===== src/rtl/preg_free_list.sv =====
// Free list of physical registers for the rename stage: a circular FIFO of
// non-architectural pregs with speculative head, committed head and tail.
module preg_free_list #(
  parameter int FRONTEND_WIDTH = 2,
  parameter int PHYS_REGS_SIZE = 64,
  parameter int ARCH_REGS      = 32,
  localparam int PRA   = $clog2(PHYS_REGS_SIZE),
  localparam int DEPTH = PHYS_REGS_SIZE - ARCH_REGS,
  localparam int IW    = $clog2(DEPTH),
  localparam int CW    = IW + 1
) (
  input  logic                          clk,
  input  logic                          rst,
  input  logic [FRONTEND_WIDTH-1:0]     alloc_valid_i,
  output logic                          alloc_ready_o,
  output logic [FRONTEND_WIDTH*PRA-1:0] alloc_preg_o,
  input  logic [FRONTEND_WIDTH-1:0]     free_valid_i,
  input  logic [FRONTEND_WIDTH*PRA-1:0] free_preg_i,
  input  logic [FRONTEND_WIDTH-1:0]     commit_alloc_i,
  input  logic                          flush_i,
  output logic [CW-1:0]                 free_count_o,
  output logic                          error_o
);

  logic [PRA-1:0] fifo_q [DEPTH];
  logic [PRA-1:0] fifo_d [DEPTH];

  // Pointers carry a wrap bit above the index so full and empty are distinct.
  logic [CW-1:0] head_q, head_d;
  logic [CW-1:0] commit_head_q, commit_head_d;
  logic [CW-1:0] tail_q, tail_d;
  logic [CW-1:0] count_q, count_d;
  logic          error_q, error_d;

  logic [CW-1:0] n_req, n_free, n_commit;
  logic [CW-1:0] inflight;
  logic [IW-1:0] alloc_off [FRONTEND_WIDTH];
  logic [IW-1:0] free_off  [FRONTEND_WIDTH];
  logic [IW-1:0] rd_idx    [FRONTEND_WIDTH];
  logic [IW-1:0] wr_idx    [FRONTEND_WIDTH];
  logic          grant;

  // Exclusive prefix counts compact the requesting lanes onto consecutive slots.
  always_comb begin
    n_req    = '0;
    n_free   = '0;
    n_commit = '0;
    for (int i = 0; i < FRONTEND_WIDTH; i++) begin
      alloc_off[i] = n_req[IW-1:0];
      free_off[i]  = n_free[IW-1:0];
      n_req    = n_req    + CW'(alloc_valid_i[i]);
      n_free   = n_free   + CW'(free_valid_i[i]);
      n_commit = n_commit + CW'(commit_alloc_i[i]);
    end
  end

  assign alloc_ready_o = (count_q >= n_req) && !flush_i;
  assign grant         = alloc_ready_o && (|alloc_valid_i);

  generate
    for (genvar gi = 0; gi < FRONTEND_WIDTH; gi++) begin : g_lane
      assign rd_idx[gi] = head_q[IW-1:0] + alloc_off[gi];
      assign wr_idx[gi] = tail_q[IW-1:0] + free_off[gi];
      assign alloc_preg_o[gi*PRA +: PRA] = fifo_q[rd_idx[gi]];
    end
  endgenerate

  always_comb begin
    fifo_d = fifo_q;
    for (int i = 0; i < FRONTEND_WIDTH; i++) begin
      if (free_valid_i[i]) begin
        fifo_d[wr_idx[i]] = free_preg_i[i*PRA +: PRA];
      end
    end
    tail_d        = tail_q + n_free;
    commit_head_d = commit_head_q + n_commit;

    // A flush rewinds to the committed point, including this cycle's commits.
    if (flush_i) begin
      head_d = commit_head_d;
    end else if (grant) begin
      head_d = head_q + n_req;
    end else begin
      head_d = head_q;
    end

    count_d  = tail_d - head_d;
    inflight = head_q - commit_head_q;
    error_d  = error_q || (count_d > CW'(DEPTH)) || (n_commit > inflight);
  end

  always_ff @(posedge clk or posedge rst) begin
    if (rst) begin
      for (int i = 0; i < DEPTH; i++) begin
        fifo_q[i] <= PRA'(ARCH_REGS + i);
      end
      head_q        <= '0;
      commit_head_q <= '0;
      tail_q        <= CW'(DEPTH);
      count_q       <= CW'(DEPTH);
      error_q       <= 1'b0;
    end else begin
      for (int i = 0; i < FRONTEND_WIDTH; i++) begin
        assert (!(free_valid_i[i] && (free_preg_i[i*PRA +: PRA] < PRA'(ARCH_REGS))));
      end
      fifo_q        <= fifo_d;
      head_q        <= head_d;
      commit_head_q <= commit_head_d;
      tail_q        <= tail_d;
      count_q       <= count_d;
      error_q       <= error_d;
    end
  end

  assign free_count_o = count_q;
  assign error_o      = error_q;

endmodule


===== config.mk =====
export PLATFORM = sky130hd
export DESIGN_NAME = preg_free_list
export DESIGN_NICKNAME = d
export VERILOG_FILES = /design/src/rtl/preg_free_list.sv
export SDC_FILE = /design/constraint.sdc
export NUM_CORES = 1
export LEC_CHECK = 0
export ABC_AREA = 1
export BUFFER_PORTS_ARGS = -buffer_cell sky130_fd_sc_hd__buf_2
export CAP_MARGIN = 20
export CORE_MARGIN = 5
export CORE_UTILIZATION = 30
export CTS_BUF_LIST = sky130_fd_sc_hd__clkbuf_8
export DETAILED_ROUTE_END_ITERATION = 10
export PLACE_DENSITY = 0.44
export SYNTH_ARGS = -nofsm -noshare
export SYNTH_HDL_FRONTEND = slang
export SYNTH_SLANG_ARGS = --single-unit

===== constraint.sdc =====
create_clock -name clk -period 9.27 [get_ports clk]
set_input_delay 0.4635 -clock clk [delete_from_list [all_inputs] [get_ports clk]]
set_output_delay 0.4635 -clock clk [all_outputs]
set_load 0.01 [all_outputs]

==> results of run 1 <==
stage by stage:
| step | cell area, um^2 | setup WS [ns] | utilization | hold WS, ns | total power, mW |
|---|---|---|---|---|---|
| after global routing | 16300 | 4.129 | 0.3337 | 0.09762 | 7.296 |
| after global placement | 15370 | 5.207 | 0.3147 | 0.5037 | 5.619 |
| after CTS | 16300 | 4.494 | 0.3337 | 0.07342 | 6.743 |
| after detailed placement | 15380 | 5.186 | 0.3148 | 0.5152 | 5.650 |
| final | 16300 | 4.386 | 0.3337 | 0.1078 | 6.765 |
| after floorplan | 14820 | 3.059 | - | 0.4772 | 4.379 |
power groups by stage:
stage / registers, mW / logic [mW] / clock network (mW)
6_report: 2.04 / 3.67 / 1.05
2_1_floorplan: 1.77 / 2.61 / 0
4_1_cts: 2.03 / 3.62 / 1.09
5_1_grt: 2.09 / 4.08 / 1.13
3_3_place_gp: 2.04 / 3.58 / 0
3_5_place_dp: 2.04 / 3.61 / 0
layer usage:
layer	global-route usage	up-vias
met5	0	-
met4	0.06167	0
met3	0.03253	88
met2	0.3648	520
met1	0.3181	6977
li1	-	7096
logic make-up (layout without fill, tap and decap cells):
| kind of cell | count (synthesis) | in the layout | share of synthesized area |
|---|---|---|---|
| and+or+nand+nor | 801 | 801 | 0.2239 |
| AOI/OAI and AO/OA | 737 | 737 | 0.2633 |
| buffers and inverters | 342 | 323 | 0.09298 |
| DFF | 217 | 217 | 0.3762 |
| adders and majority gates | 31 | 31 | 0.02871 |
| xor gates and xnor gates | 18 | 18 | 0.01495 |
area by class of cell:
type / instances / area [um^2]
fillers: 5350 / 32550
multi-input cells: 1587 / 7890
flip-flops and latches: 217 / 5580
well taps: 664 / 830.8
clock buffers: 56 / 770.7
inverters: 170 / 645.6
repair buffers: 72 / 440.4
clock inverters: 25 / 141.4
cells in the mapped netlist, types with 19 or more instances:
master      n
dfstp_2   114
a21oi_1   104
o21ai_1    66
buf_2      30
clkbuf_1  124
o21ai_0   470
dfrtp_1   103
ha_1       26
o211ai_1   66
nor2_1     71
a31oi_1    19
inv_1     165
nand3_1   123
nand2_1   565
worst register-to-register path, cell delays in order (launching register included):
cell and delay [ns]:
dfrtp_1 0.98, inv_1 0.60, xor2_1 0.29, o21ai_0 0.39, ha_1 0.36, a21oi_1 0.20
o21ai_0 0.14, xor2_1 0.18, nand3_1 0.10, nand3_1 0.09, nand2_1 0.05
sequential cells by signal (all words and copies together), names as in the netlist:
signal         cells
commit_head_q      6
error_o            1
fifo_q           192
free_count_o       6
head_q             6
tail_q             6
worst paths after layout:
| path | from | to | slack [ns] | depth (start not counted) |
|---|---|---|---|---|
| worst max-delay path | head_q[0]$_DFF_PP0_ | alloc_preg_o[9] | 4.39 | 10 |
| worst max register to register | head_q[2]$_DFF_PP0_ | error_o$_DFF_PP0_ | 5.80 | 10 |
| max in group asynchronous | rst | fifo_q[30]$_DFF_PP0_ | 7.27 | 4 |
| worst min-delay path | free_preg_i[7] | fifo_q[97]$_DFF_PP1_ | 0.11 | 3 |
| worst min register to register | tail_q[5]$_DFF_PP1_ | tail_q[5]$_DFF_PP1_ | 0.52 | 2 |
| min in group asynchronous | rst | free_count_o[4]$_DFF_PP0_ | 0.51 | 3 |
cells in the final DEF (no fill, tap or decap), types with 3 or more instances in the layout:
master / instances
nand2_1: 565
o21ai_0: 470
inv_1: 175
nand3_1: 123
dfstp_2: 114
a21oi_1: 104
dfrtp_1: 101
nor2_1: 71
o21ai_1: 66
o211ai_1: 66
clkbuf_8: 56
buf_2: 41
buf_4: 30
ha_1: 24
a31oi_1: 19
nor3_1: 14
xor2_1: 12
nand4_1: 9
nor3_2: 8
o22ai_1: 7
clkinv_1: 6
fa_1: 5
clkinv_2: 5
inv_2: 4
nor3_4: 4
xor2_4: 3
inv_6: 3
==> out/metrics.cfg, run 1 <==
[timing]
rsz0062_at_grt = false
finClkSkew_ns = 0.02595
worst_slew_pin_slew_ns = 1.009
hold_viol_final = 0
max_freq_mhz = 204.7
finalCritPeriodShare = 0.5269
fin_setup_tns_ns = 0
slew_headroom = 0.3223
setup_viol = 0
min_period_ns = 4.884
slew_violations = 0

[cts]
post_cts_buffers = 0
clockRootBuffer = clkbuf_8
tritoncts = built
cts.sinks = 217
hold_buffers = 1
post_cts_resize_count = 0
path_clk_slew_ns = 0.07
htree_levels = 2
clkLatencyLatePin_ns = 0.64
numCtsBuffers = 44
clk_path_buf_depth = 3

[logic_synthesis]
syn-cell-area_um2 = 14820
syn-num-nets = 2198
yosysTopAreaCell = dfstp_2
synth_edf_count = 0
yosys_warnings = 0
synth_seq_cells = 217
postSynthAreaPerCell_um2 = 6.904
synthArstFlopShare = 1.000
synthTopCellsByArea = dfstp_2 20%, dfrtp_1 17%, o21ai_0 16%, nand2_1 14%, inv_1 4.2%
ys_seq_area_frac = 0.3762
ys_types = 39
ys.flop_type = dfstp_2
synth_cells = 2146
yosysTopAreaCellShare = 0.2022

[pwr]
peakVddDrop_uv = 233.1
p_switching_mw = 3.434
p_leak_nw = 6.951
powerDensity_nw_per_um2 = 415.1
clockPowerShare = 0.156
intPower_mw = 3.331
p_sw_frac = 0.5076
seqPwrFrac = 0.302
pwr-share-comb = 0.542

[die]
dieWidth_um = 232.2
die_height_um = 232.2
die_area_um2 = 53930
num_rows = 81
initial_core_util = 0.3033
num_io_pins = 41
core_um2 = 48850

[drt]
ant_nets = 0
wirelength_um = 62100
drtIter0Drc = 1511
via_count = 14681
via_per_inst = 5.260
wl_met3_um = 3956
top_layer_used = met4
met2_length_um = 28430
wl_met1_um = 28120
wl_per_cell_um = 22.25
first_pass_iters = 5
drc = 0

[grt]
grt_overflow = 0
antenna_found_initial = 0
grt_pass1_vias = 13526
grt_pass1_wl_um = 92270
grt_use_total = 0.2261
grt_max_degree = 103

[worst_setup_path]
setup.worst_path.start_class = register
crit_slowest_cell = clkinv_1
path_max_fanout = 64
cp_top_family = buffers and inverters
cp_common_cell = nand3_1
crit_path_end_kind = output pin
slowest_delay_ns = 0.84
worst-setup-path-type = reg2out
required_ns = 8.81
cp_data_arrival_time_ns = 4.42
path_buf_inv = 2
worstPathCellList = ha_4, clkinv_1, a21oi_1, o21ai_0, nand3_1, nand3_1, nand2_1, nor2_1, a31oi_1, buf_2

[finish]
num_antenna_cells = 0
drive_gt1_frac = 0.1321
fin_cells = 2791
layout.nets = 2144
areaGrowthSynthToFinish_pct = 10.02

[place]
place_congestion = 0.9428
placed_cells = 2709
dp_hpwl_um = 41730
portBuffers = 40

[outcome]
status = finished, final reports clean

[min_path]
min_path_type = in2reg

[flow_run]
drv_cap = 0

Note: power is estimated with default switching activity, not from simulation.
==> inputs of run 2 (changes only) <==
==> constraint.sdc (replaced) <==
create_clock -name clk -period 5.1 [get_ports clk]
set_input_delay 0.255 -clock clk [delete_from_list [all_inputs] [get_ports clk]]
set_output_delay 0.255 -clock clk [all_outputs]
set_load 0.01 [all_outputs]
==> run 2 against run 1 <==
  * Register-to-register slack got worse by 4.3 ns
  * Hold slack got worse by 0.069 ns
  * Clock skew decreased by 0.0078 ns
  * Via count increased by 1.5%
  * Global-route usage about the same
  * First-iteration DRC count decreased by 2.5%
  * Critical path depth unchanged
  * Die area unchanged
  * Power increased by 83%
  * Design area increased by 1.4%
  * Sequential power increased by 80%
==> out/metrics.cfg, run 2 (synthesis results as in run 1) <==
[outcome]
status = finished, final reports clean

[timing]
slew_violations = 0  ; unchanged
setup_viol = 0  ; unchanged
layout_setup_ws_ns = 0.7783  ; -3.607 ns
rsz0062_at_grt = false
holdWs_ns = 0.03906  ; -0.06876 ns
min_period_ns = 4.322
finalCritPeriodShare = 0.8474
slew_headroom = 0.1683  ; -0.1540
worst_slew_pin_slew_ns = 1.238  ; +0.2292 ns
max_freq_mhz = 231.4
hold_viol_final = 0  ; unchanged
finClkSkew_ns = 0.01819  ; -0.007763 ns
fin_setup_tns_ns = 0  ; unchanged

[drt]
drtIter0Drc = 1473  ; -2.5%
wirelength_um = 62150  ; about the same
via_count = 14905  ; +1.5%
drc = 0  ; unchanged
ant_nets = 0  ; unchanged
first_pass_iters = 5  ; unchanged
via_per_inst = 5.299  ; +0.73%
wl_per_cell_um = 22.09  ; -0.70%

[place]
placed_cell_area_um2 = 15400  ; +0.15%
placed_cells = 2707  ; -0.074%
place_congestion = 0.9230  ; -2.1%
dp_hpwl_um = 41130  ; -1.4%
portBuffers = 40  ; unchanged
pre_cts_slack_ns = 1.534  ; -3.652 ns

[die]
num_rows = 81  ; unchanged
num_io_pins = 41  ; unchanged
die_height_um = 232.2  ; unchanged
die_area_um2 = 53930  ; unchanged
core_um2 = 48850  ; unchanged
dieWidth_um = 232.2  ; unchanged
initial_core_util = 0.3033  ; unchanged

[cts]
clkLatencyLatePin_ns = 0.62  ; -0.02 ns
post_cts_buffers = 0  ; unchanged
cts.sinks = 217  ; unchanged
tritoncts = built
numCtsBuffers = 46  ; +4.5%
clk_path_buf_depth = 3  ; unchanged
path_clk_slew_ns = 0.07  ; about the same
htree_levels = 2  ; unchanged
clockRootBuffer = clkbuf_8

[finish]
fin_cells = 2813  ; +0.79%
final_common_cell = nand2_1
layout.nets = 2163  ; +0.89%
final.fill_count = 5346  ; -0.075%
regArea_um2 = 5580  ; unchanged
layout_common_cells = 565 x nand2_1, 470 x o21ai_0, 182 x inv_1
num_antenna_cells = 0  ; unchanged
drive_gt1_frac = 0.1303  ; -0.001818
areaGrowthSynthToFinish_pct = 11.56
design_area_um2 = 16530  ; +1.4%
final_util = 0.3384  ; +0.004688
multiInputGateArea_um2 = 7895  ; about the same
regMostFlops = fifo_q
largest_reg_flops = 192  ; unchanged

[worst_setup_path]
setup.worst_path.start_class = register
cp_common_cell = nand3_1
cp_data_arrival_time_ns = 4.07  ; -0.35 ns
crit_slowest_cell = dfrtp_4
reg2regPathDepth = 7  ; -3
path_max_fanout = 80  ; +25%
worst-setup-path-type = reg2out
worstPathCellList = ha_4, clkinv_1, a21oi_1, o21ai_0, nand3_1, nand3_1, nand2_1, nor2_1, a31oi_1, buf_2
slowest_delay_ns = 0.75  ; -0.09 ns
required_ns = 4.85  ; -3.96 ns
crit_path_end_kind = output pin

[flow_run]
drv_cap = 0  ; unchanged

[pwr]
p_total_mw = 12.41  ; +83%
powerDensity_nw_per_um2 = 751.0  ; +81%
peakVddDrop_uv = 367.2  ; +58%
p_leak_nw = 7.068  ; +1.7%

[grt]
grt_pass1_wl_um = 92750  ; +0.52%
grt_pass1_vias = 13770  ; +1.8%
grt_use_total = 0.2263  ; +0.0002443
antenna_found_initial = 0  ; unchanged
grt_max_degree = 157  ; +52%
grt_overflow = 0  ; unchanged

[min_path]
min_path_type = in2reg
hold_depth = 2  ; -1

-- run 2: cell types whose count changed in the layout (fill, tap and decap cells not counted), sizes merged --
cell | previous run | this run
buf | 71 | 69
bufinv | 1 | 0
clkbuf | 56 | 60
clkinv | 11 | 7
clkinvlp | 0 | 1
dlygate4sd3 | 1 | 20
inv | 183 | 188
-- run 2: power by group --
group,internal (mW),switching (mW),total [mW]
Combinational,2.24,4.58,6.82
Sequential,2.83,0.848,3.67
Clock,1.05,0.872,1.92
-- run 2: area by class of cell --
cell class | count | area share
timing repair buffer | 89 | 0.03952
clock buffer | 60 | 0.04996
multi-input combinational | 1587 | 0.4777
sequential | 217 | 0.3376
inverter | 170 | 0.03883
tap | 664 | 0.05026
clock inverter | 26 | 0.006132
-- run 2: worst paths after layout --
check | startpoint | end | slack, ns
worst max-delay path | head_q[0]$_DFF_PP0_ | alloc_preg_o[10] | 0.78
worst min-delay path | free_valid_i[1] | tail_q[0]$_DFF_PP0_ | 0.04
worst max register to register | tail_q[2]$_DFF_PP0_ | fifo_q[58]$_DFF_PP1_ | 1.53
worst min register to register | fifo_q[59]$_DFF_PP1_ | fifo_q[59]$_DFF_PP1_ | 0.53
max in group asynchronous | rst | fifo_q[118]$_DFF_PP0_ | 3.70
min in group asynchronous | rst | free_count_o[3]$_DFF_PP0_ | 0.36
-- run 2: repair_timing --
item | 4_1_cts | 5_1_grt
hold buffers | 20 | 0
resized for setup | 0 | 0
hold endpoints to repair | 94 | 0
-- run 2: routing by layer --
| metal | vias to the layer above | track usage | wire length (um) |
|---|---|---|---|
| met5 | - | 0 | 0 |
| met4 | 0 | 0.07589 | 2062 |
| met3 | 124 | 0.03424 | 3629 |
| met2 | 532 | 0.3583 | 28210 |
| met1 | 7108 | 0.3173 | 28250 |
| li1 | 7141 | - | - |
-- run 2: worst max-delay path: cells and delay by family (launching register included) --
kind	cells	cell delay, ns
adder cells (fa/ha/maj)	1	0.42
buffers and inverters	2	0.95
AO/OA/AOI/OAI	3	0.90
flip-flops	1	0.75
AND/OR/NAND/NOR	4	0.41
==> inputs of run 3 (changes only) <==
--- a/config.mk
+++ b/config.mk
@@ -12,7 +12,7 @@
 export CORE_UTILIZATION = 30
 export CTS_BUF_LIST = sky130_fd_sc_hd__clkbuf_8
 export DETAILED_ROUTE_END_ITERATION = 10
-export PLACE_DENSITY = 0.44
+export PLACE_DENSITY = 0.46
 export SYNTH_ARGS = -nofsm -noshare
 export SYNTH_HDL_FRONTEND = slang
 export SYNTH_SLANG_ARGS = --single-unit
==> constraint.sdc (replaced) <==
create_clock -name clk -period 3.5 [get_ports clk]
set_input_delay 0.175 -clock clk [delete_from_list [all_inputs] [get_ports clk]]
set_output_delay 0.175 -clock clk [all_outputs]
set_load 0.01 [all_outputs]
==> run 3 against run 2 <==
  * Final cell count up 0.85%
  * Flip-flop and latch count unchanged
  * Worst setup slack worse by 0.71 ns
  * Design area up 1.9%
  * Routed wire length down 2.5%
  * Critical path depth down 1
  * Clock skew down 0.0071 ns
  * Global-route usage down 0.61 points
  * Register-to-register slack worse by 1.1 ns
  * Utilization up 0.65 points
  * Clock power up 46%
==> out/metrics.cfg, run 3 (synthesis results as in run 1) <==
[outcome]
status = finished, final reports clean

[timing]
finClkSkew_ns = 0.01107  ; -0.007115 ns
finalCritPeriodShare = 0.9807
holdWs_ns = 0.1553  ; +0.1163 ns
fin_setup_tns_ns = 0  ; unchanged
max_freq_mhz = 291.3
slew_violations = 0  ; unchanged
setup_viol = 0  ; unchanged
min_period_ns = 3.432
worst_slew_pin_slew_ns = 1.066  ; -0.1716 ns
hold_viol_final = 0  ; unchanged
slew_headroom = 0.2846  ; +0.1163
rsz0062_at_grt = false

[grt]
grt_overflow = 0  ; unchanged
antenna_found_initial = 0  ; unchanged
grt_pass1_wl_um = 90930  ; -2.0%
grt_pass1_vias = 14070  ; +2.2%
grt_max_degree = 157  ; unchanged
grt_use_total = 0.2202  ; -0.006120

[worst_setup_path]
path_max_fanout = 156  ; +95%
required_ns = 3.32  ; -1.53 ns
setup.worst_path.start_class = register
cp_data_arrival_time_ns = 3.26  ; -0.81 ns
crit_path_end_kind = output pin
worst-setup-path-type = reg2out

[finish]
design_area_um2 = 16850  ; +1.9%
drive_gt1_frac = 0.1459  ; +0.01559
fin_cells = 2837  ; +0.85%
largest_reg_flops = 192  ; unchanged
regMostFlops = fifo_q
areaGrowthSynthToFinish_pct = 13.72
final_common_cell = nand2_1
layout_common_cells = 565 x nand2_1, 469 x o21ai_0, 169 x inv_1
num_antenna_cells = 0  ; unchanged
layout.nets = 2192  ; +1.3%

[die]
num_rows = 81  ; unchanged
initial_core_util = 0.3033  ; unchanged
dieWidth_um = 232.2  ; unchanged
die_height_um = 232.2  ; unchanged
die_area_um2 = 53930  ; unchanged
core_um2 = 48850  ; unchanged
num_io_pins = 41  ; unchanged

[cts]
path_clk_slew_ns = 0.05  ; -0.02 ns
htree_levels = 2  ; unchanged
clk_path_buf_depth = 3  ; unchanged
cts.sinks = 217  ; unchanged
tritoncts = built
clockRootBuffer = clkbuf_8
clkLatencyLatePin_ns = 0.62  ; about the same
numCtsBuffers = 45  ; -2.2%

[drt]
via_count = 14990  ; +0.57%
via_per_inst = 5.284  ; -0.28%
first_pass_iters = 6  ; +1
wirelength_um = 60580  ; -2.5%
drtIter0Drc = 1481  ; +0.54%
ant_nets = 0  ; unchanged
wl_per_cell_um = 21.35  ; -3.3%
drc = 0  ; unchanged

[flow_run]
drv_cap = 0  ; unchanged

[min_path]
min_path_type = in2reg

[place]
placed_cell_area_um2 = 15540  ; +0.93%
place_congestion = 0.9077  ; -1.7%
dp_hpwl_um = 39020  ; -5.1%
portBuffers = 40  ; unchanged
placed_cells = 2726  ; +0.70%

[pwr]
powerDensity_nw_per_um2 = 1094  ; +46%
p_total_mw = 18.43  ; +48%
peakVddDrop_uv = 446.9  ; +22%
p_leak_nw = 7.185  ; +1.7%

==> run 3: cell types whose count changed in the layout (fill, tap and decap cells not counted), sizes merged <==
| cell | delta |
|---|---|
| buf | +24 |
| bufinv | +1 |
| clkbuf | -2 |
| clkinv | +8 |
| clkinvlp | +2 |
| dlygate4sd3 | +4 |
| inv | -13 |
==> run 3: path summary, 6_finish.rpt <==
| check | start | end | slack, ns | cells past startpoint |
|---|---|---|---|---|
| max | head_q[0]$_DFF_PP0_ | alloc_preg_o[8] | 0.07 | 9 |
| min | commit_alloc_i[0] | head_q[0]$_DFF_PP0_ | 0.16 | 5 |
| max reg2reg | tail_q[0]$_DFF_PP0_ | fifo_q[56]$_DFF_PP1_ | 0.39 | 9 |
| min reg2reg | tail_q[5]$_DFF_PP1_ | tail_q[5]$_DFF_PP1_ | 0.51 | 2 |
| max in group asynchronous | rst | fifo_q[99]$_DFF_PP1_ | 2.30 | 4 |
| min in group asynchronous | rst | free_count_o[0]$_DFF_PP0_ | 0.22 | 3 |
==> run 3: layout make-up <==
type	count	area, um^2
clock inverters	23	127.6
fillers	5233	32000
inverters	170	648.1
clock buffers	57	784.5
well taps	664	830.8
repair buffers	118	932.1
multi-input cells	1587	7936
repair inverters	1	7.507
flip-flops and latches	217	5580
==> run 3: power by group <==
part | switching, mW | internal (mW) | total, mW
Combinational | 6.96 | 3.58 | 10.5
Clock | 1.28 | 1.54 | 2.81
Sequential | 0.955 | 4.12 | 5.07
==> run 3: routing by layer <==
layer,part of all wire,up-vias,track usage
li1,-,7193,-
met1,0.44,7189,0.3023
met2,0.46,497,0.3504
met3,0.063,109,0.03693
met4,0.034,2,0.07884
met5,0.00091,-,0.007353
==> run 3: critical path: stages, from the launching register on <==
cell,delay [ns]
dfrtp_4,0.51
ha_4,0.31
buf_16,0.37
o21ai_0,0.23
nand3_1,0.16
nand3_1,0.23
nand2_1,0.16
nor2_1,0.06
a31oi_2,0.25
buf_2,0.18
==> run 3: repair_timing <==
item,4_1_cts,5_1_grt
endpoints found under the setup margin,3,5
hold buffers,24,0
endpoints found under the hold margin,50,0
setup buffers,5,0
pin swaps,0,1
gates cloned,1,1
resized for setup,7,9
==> run 3: through the flow <==
step	util	worst slack (ns)
after floorplan	-	0.5920
after global placement	0.3182	0.3236
after detailed placement	0.3182	0.2884
after CTS	0.3435	0.004753
after global routing	0.3449	0.009546
final	0.3449	0.06762
